`src/rtl/xillybus_axi_slice.sv`:
```
// AXI3 master-side pipeline stage: a registered two-entry skid buffer on every channel,
// outstanding-burst limiters for reads and writes, and a sticky non-OKAY response flag.

module xillybus_axi_slice_skid #(
  parameter int W = 8
) (
  input  logic         clk,
  input  logic         rst_n,
  input  logic         in_valid,
  output logic         in_ready,
  input  logic [W-1:0] in_data,
  output logic         out_valid,
  input  logic         out_ready,
  output logic [W-1:0] out_data
);

  logic         main_valid;
  logic [W-1:0] main_data;
  logic         skid_valid;
  logic [W-1:0] skid_data;
  logic         ready_r;
  logic         in_fire;

  assign in_fire   = in_valid & ready_r;
  assign in_ready  = ready_r;
  assign out_valid = main_valid;
  assign out_data  = main_data;

  // ready_r is always "skid register will be empty"; it rises the edge the skid drains.
  always_ff @(posedge clk or negedge rst_n) begin
    if (!rst_n) begin
      main_valid <= 1'b0;
      main_data  <= '0;
      skid_valid <= 1'b0;
      skid_data  <= '0;
      ready_r    <= 1'b0;
    end else begin
      if (!main_valid || out_ready) begin
        if (skid_valid) begin
          main_data  <= skid_data;
          main_valid <= 1'b1;
          skid_valid <= 1'b0;
        end else begin
          main_valid <= in_fire;
          if (in_fire) main_data <= in_data;
        end
        ready_r <= 1'b1;
      end else if (in_fire) begin
        skid_data  <= in_data;
        skid_valid <= 1'b1;
        ready_r    <= 1'b0;
      end else begin
        ready_r <= ~skid_valid;
      end
    end
  end

endmodule

module xillybus_axi_slice #(
  parameter int C_M_AXI_ADDR_WIDTH   = 32,
  parameter int C_M_AXI_DATA_WIDTH   = 64,
  parameter int C_MAX_OUTSTANDING_RD = 4,
  parameter int C_MAX_OUTSTANDING_WR = 4,
  localparam int AXW = C_M_AXI_ADDR_WIDTH + 16,
  localparam int RW  = C_M_AXI_DATA_WIDTH + 3,
  localparam int WW  = C_M_AXI_DATA_WIDTH + C_M_AXI_DATA_WIDTH / 8 + 1
) (
  input  logic           m_axi_aclk,
  input  logic           m_axi_aresetn,
  input  logic           s_ar_valid,
  output logic           s_ar_ready,
  input  logic [AXW-1:0] s_ar_payload,
  output logic           m_ar_valid,
  input  logic           m_ar_ready,
  output logic [AXW-1:0] m_ar_payload,
  input  logic           m_r_valid,
  output logic           m_r_ready,
  input  logic [RW-1:0]  m_r_payload,
  output logic           s_r_valid,
  input  logic           s_r_ready,
  output logic [RW-1:0]  s_r_payload,
  input  logic           s_aw_valid,
  output logic           s_aw_ready,
  input  logic [AXW-1:0] s_aw_payload,
  output logic           m_aw_valid,
  input  logic           m_aw_ready,
  output logic [AXW-1:0] m_aw_payload,
  input  logic           s_w_valid,
  output logic           s_w_ready,
  input  logic [WW-1:0]  s_w_payload,
  output logic           m_w_valid,
  input  logic           m_w_ready,
  output logic [WW-1:0]  m_w_payload,
  input  logic           m_b_valid,
  output logic           m_b_ready,
  input  logic [1:0]     m_b_payload,
  output logic           s_b_valid,
  input  logic           s_b_ready,
  output logic [1:0]     s_b_payload,
  output logic [3:0]     rd_outstanding,
  output logic [3:0]     wr_outstanding,
  output logic           err_sticky,
  input  logic           err_clr
);

  logic       ar_buf_ready, aw_buf_ready;
  logic       rd_room, wr_room;
  logic       ar_hs, aw_hs, r_last_hs, b_hs;
  logic       r_err, b_err;
  logic [3:0] rd_cnt, wr_cnt;

  // Limiter gating is combinational so the stall lands in the cycle the count hits max.
  assign rd_room    = rd_cnt < 4'(C_MAX_OUTSTANDING_RD);
  assign wr_room    = wr_cnt < 4'(C_MAX_OUTSTANDING_WR);
  assign s_ar_ready = ar_buf_ready & rd_room;
  assign s_aw_ready = aw_buf_ready & wr_room;

  xillybus_axi_slice_skid #(.W(AXW)) u_ar (
    .clk(m_axi_aclk), .rst_n(m_axi_aresetn),
    .in_valid(s_ar_valid & rd_room), .in_ready(ar_buf_ready), .in_data(s_ar_payload),
    .out_valid(m_ar_valid), .out_ready(m_ar_ready), .out_data(m_ar_payload)
  );

  xillybus_axi_slice_skid #(.W(RW)) u_r (
    .clk(m_axi_aclk), .rst_n(m_axi_aresetn),
    .in_valid(m_r_valid), .in_ready(m_r_ready), .in_data(m_r_payload),
    .out_valid(s_r_valid), .out_ready(s_r_ready), .out_data(s_r_payload)
  );

  xillybus_axi_slice_skid #(.W(AXW)) u_aw (
    .clk(m_axi_aclk), .rst_n(m_axi_aresetn),
    .in_valid(s_aw_valid & wr_room), .in_ready(aw_buf_ready), .in_data(s_aw_payload),
    .out_valid(m_aw_valid), .out_ready(m_aw_ready), .out_data(m_aw_payload)
  );

  xillybus_axi_slice_skid #(.W(WW)) u_w (
    .clk(m_axi_aclk), .rst_n(m_axi_aresetn),
    .in_valid(s_w_valid), .in_ready(s_w_ready), .in_data(s_w_payload),
    .out_valid(m_w_valid), .out_ready(m_w_ready), .out_data(m_w_payload)
  );

  xillybus_axi_slice_skid #(.W(2)) u_b (
    .clk(m_axi_aclk), .rst_n(m_axi_aresetn),
    .in_valid(m_b_valid), .in_ready(m_b_ready), .in_data(m_b_payload),
    .out_valid(s_b_valid), .out_ready(s_b_ready), .out_data(s_b_payload)
  );

  assign ar_hs     = s_ar_valid & s_ar_ready;
  assign aw_hs     = s_aw_valid & s_aw_ready;
  assign r_last_hs = s_r_valid & s_r_ready & s_r_payload[0];
  assign b_hs      = s_b_valid & s_b_ready;
  assign r_err     = s_r_valid & s_r_ready & (s_r_payload[2:1] != 2'b00);
  assign b_err     = b_hs & (s_b_payload != 2'b00);

  always_ff @(posedge m_axi_aclk or negedge m_axi_aresetn) begin
    if (!m_axi_aresetn) begin
      rd_cnt     <= 4'd0;
      wr_cnt     <= 4'd0;
      err_sticky <= 1'b0;
    end else begin
      case ({ar_hs, r_last_hs})
        2'b10:   rd_cnt <= rd_cnt + 4'd1;
        2'b01:   rd_cnt <= rd_cnt - 4'd1;
        default: rd_cnt <= rd_cnt;
      endcase
      case ({aw_hs, b_hs})
        2'b10:   wr_cnt <= wr_cnt + 4'd1;
        2'b01:   wr_cnt <= wr_cnt - 4'd1;
        default: wr_cnt <= wr_cnt;
      endcase
      if (r_err || b_err)
        err_sticky <= 1'b1;
      else if (err_clr)
        err_sticky <= 1'b0;
    end
  end

  assign rd_outstanding = rd_cnt;
  assign wr_outstanding = wr_cnt;

endmodule

```
`config.mk`:
```
export PLATFORM = sky130hd
export DESIGN_NAME = xillybus_axi_slice
export DESIGN_NICKNAME = d
export VERILOG_FILES = /design/src/rtl/xillybus_axi_slice.sv
export SDC_FILE = /design/constraint.sdc
export NUM_CORES = 1
export LEC_CHECK = 0
export CAP_MARGIN = 0
export CORE_MARGIN = 2
export CORE_UTILIZATION = 46
export DETAILED_ROUTE_END_ITERATION = 12
export HOLD_SLACK_MARGIN = 0.02
export PLACE_DENSITY = 0.89
export SLEW_MARGIN = 5
export SYNTH_ARGS = -nofsm -noshare
export SYNTH_HDL_FRONTEND = slang
export SYNTH_HIERARCHICAL = 1
export SYNTH_SLANG_ARGS = --single-unit
```
`constraint.sdc`:
```
create_clock -name m_axi_aclk -period 1.79 [get_ports m_axi_aclk]
set_input_delay 0.358 -clock m_axi_aclk [delete_from_list [all_inputs] [get_ports m_axi_aclk]]
set_output_delay 0.358 -clock m_axi_aclk [all_outputs]
set_load 0.02 [all_outputs]
```
==> summary.md <==
| Metric | Value |
|---|---|
| Status | finished, violations left |
| Failing checks | negative setup slack |
| YS warnings | 6 |
| WP depth | 10 |
| Cells along the critical path | nor2_4, and2_4, buf_4, buf_6, a21oi_4, nor2_4, buf_12, buf_8, buf_12, mux2_4 |
| CP Class | reg -> reg |
| Core Area | 48950 sq um |
| Worst Hold Class | in -> async |
| CP Launch Type | register |
| Layout Cells excl Fill | 2698 |
| Tot GR Track Use | 22.33% |
| Htree depth | 2 |
| Setup ws final | -0.1595 ns |
| Reg area | 12530 sq um |
| Worst r2r dst | u_aw/out_data[31] |
| Final Wtd Congestion | 0.8109 |
| Met1 Wirelength | 23.03 mm |
| Mapped Area | 22850 sq um |
| Clk Tree Root Cell | clkbuf_16 |
| IO Count | 508 |
| CTS clk-pin slew, worst paths | 0.06 ns |
| Inserted Clock Buffers | 53 |
| Vias per cell | 5.206 |
| Arrival time worst endpoint | 2.41 ns |
| Yosys reg bits | 500 |
| Number of fill cells in the layout | 3329 |
| Port Buffers | 507 |
| Worst Hold Margin | 0.3769 ns |
| Initial Util | 46.67% |
| Met2 routed WL | 30.21 mm |
| RSZ-0062 raised after global routing | yes |
| Pwr Density | 1522 nW/um^2 |
| Reg2reg setup slack | -0.16 ns |
| Final setup fails | 53 |
| CP startpoint | wr_outstanding[2] |
| Seq/Total Area, Yosys | 54.77% |
| Area delta synth->final | 38.47% |
| Maximum clock insertion buffer count | 3 |
| WP buf/inv | 5 |
| Synthesized instance count | 1378 |
| WL/cell | 22.51 um |
| Syn avg cell area | 16.58 sq um |
| Die area | 51460 sq um |
| Die Width | 226.9 um |
| Syn Nets | 1635 |
| First-pass GRT wire length | 89.39 mm |
| Max-slew violations | 0 |
| Worst Setup End Kind | register |
| Worst vdd ir | 0.001096 V |
| Post-DRT Antenna Nets | 0 |
| Data required, critical path | 2.25 ns |
| Die H | 226.9 um |
| P_leak | 14.49 nW |
| Worst path max stage delay | 0.42 ns |
| Dpl cells | 2573 |
| TritonCTS Sinks | 500 |
| DR top layer | met5 |
| Combined area of the multi-input logic cells | 10060 sq um |
| Initial antenna violation count | 4 |
| Skew final | 0.01507 ns |
| Number of synthesized flops with an enable pin | 0 |
| Worst Tran Pin Value | 0.5921 ns |
| Max Cap Viol | 0 |
| Drt total wl | 60.73 mm |
| Pre-CTS WS | -0.5991 ns |
| Remaining routing DRC violations | 0 |
| Std cell rows | 81 |
| Clock tree from TritonCTS | done |
| Routed wl met3 | 4.751 mm |
| Post-synth ARST share | 100.0% |
| Slew HR | 60.53% |
| Highest clock rate | 0.5129 GHz |
| DR iter-0 viols | 528 |
| Most used DFF post-synth | dfrtp_1 |
| Crit path max fanout | 6 |
| Worst-Skew Late Latency | 0.58 ns |
| DP HPWL | 40.43 mm |
| Post-synth cell types | 37 |
| Nets | 2248 |
| Worst reg2reg path depth | 10 |
| GRT Residual Overflow | 0 |
| Final hold violation count | 0 |
| Final period util | 108.9% |
| Slowest CP cell | dfrtp_2 |
| Ratio of cells with drive above 1 in the final layout | 46.23% |
| Largest net degree at the start of global routing | 51 |
| Delay-heaviest family, CP | buffers and inverters |
| Via count | 14045 |
| 1st-pass router iterations | 4 |
| Vias in the first global route | 15767 |
| Worst setup path end | u_aw/out_data[31] |
| RR Startpoint | wr_outstanding[2] |
| Tmin final | 1.950 ns |
-- flip-flops by register name (all words and copies together), names as in the netlist, 2 cells and up --
name	cells
u_w/out_data	73
u_w/skid_data	73
rd_outstanding	4
u_aw/out_data	48
u_ar/out_data	48
u_r/out_data	67
u_b/out_data	2
u_ar/skid_data	48
wr_outstanding	4
u_r/skid_data	67
u_aw/skid_data	48
u_b/skid_data	2
-- timing repair --
action,in CTS,in global routing
hold buffers,1,0
pin swaps,13,15
gates resized for setup,326,90
endpoints found under the hold margin,26,0
gates cloned,4,5
setup endpoints to repair,279,108
buffers inserted,10,12
-- through the flow --
step           area [sq um]  utilization [%]  power, W  setup TNS, ns
6_report              31640            64.63   0.04815         -4.503
4_1_cts               31210            63.76   0.04724         -2.138
2_1_floorplan         22920                -   0.02822        -0.4685
3_5_place_dp          29370            60.01   0.03656         -70.77
5_1_grt               31630            64.62   0.05021         -11.20
3_3_place_gp          29370            60.01   0.03571         -59.32
-- per-layer routing --
| layer | track usage, % | up-vias |
|---|---|---|
| met5 | 0 | - |
| met4 | 9.975 | 2 |
| met3 | 6.777 | 154 |
| met2 | 38.58 | 473 |
| met1 | 25.44 | 7257 |
| li1 | - | 6159 |
-- worst min-delay path by stage --
| stage | start | to | cells after the start |
|---|---|---|---|
| 2_1_floorplan | m_axi_aresetn | err_sticky | 0 |
| 3_3_place_gp | m_axi_aresetn | u_w/skid_data[0] | 1 |
| 3_5_place_dp | m_axi_aresetn | u_w/skid_data[0] | 1 |
| 4_1_cts | m_axi_aresetn | u_aw/out_data[23] | 2 |
| 5_1_grt | m_axi_aresetn | u_w/out_data[37] | 2 |
| 6_report | m_axi_aresetn | u_w/skid_data[0] | 2 |
-- cells in the mapped netlist, types with 2 or more instances --
master	number	area, sq um
buf_2	28	140.1
a21oi_1	3	15.01
buf_12	4	80.08
mux2_4	257	3859
nor2_1	12	45.04
inv_1	5	18.77
a21oi_2	4	35.03
nand3_1	4	20.02
nor2b_2	4	35.03
o21ai_0	2	10.01
mux2_1	57	641.9
xnor2_1	2	17.52
xor2_1	8	70.07
ha_1	6	75.07
and2_1	5	31.28
nor2b_1	3	18.77
dfrtp_1	500	12510
mux2_2	402	4527
nand2b_1	6	37.54
buf_6	41	461.7
a31oi_1	2	12.51
nand2_1	8	30.03
-- power breakdown --
group          switching (W)  total (W)  internal [W]  leakage [nW]
Combinational        0.00825     0.0183        0.0101          7.65
Clock                0.00449     0.0115       0.00697         0.911
Sequential           0.00271     0.0184        0.0157          5.92
Total                 0.0155     0.0482        0.0327          14.5
-- kinds of logic (layout without fill, tap and decap cells) --
group	after synthesis	after routing	share of synthesized area, %
AO/OA/AOI/OAI	14	14	0.4600
adder cells (fa/ha/maj)	6	6	0.3286
AND/OR/NAND/NOR	53	53	1.446
flip-flops	500	500	54.77
XOR/XNOR	10	10	0.3834
buffers and inverters	79	732	3.100
other	0	3	0
multiplexers	716	716	39.51
-- area by class of cell --
type | count | area share (%)
well taps | 664 | 2.626
diodes | 3 | 0.02373
clock buffers | 76 | 5.003
inverters | 5 | 0.05933
multi-input cells | 799 | 31.81
repair buffers | 632 | 20.08
flip-flops and latches | 500 | 39.60
clock inverters | 19 | 0.8029
-- cells in the final DEF, fill, tap and decap left out, types with 7 or more instances in the layout --
cell type        count
clkdlybuf4s50_1    249
dfrtp_1            490
mux2_1              56
clkbuf_8            17
dfrtp_2              9
buf_12              42
clkdlybuf4s15_2      8
buf_4               68
buf_6                8
mux2_2             337
clkinv_2            10
mux2_4             323
nor2_1               8
clkbuf_16           56
dlygate4sd2_1      241
xor2_1               7
No activity file was read; power rests on OpenSTA's default activity.
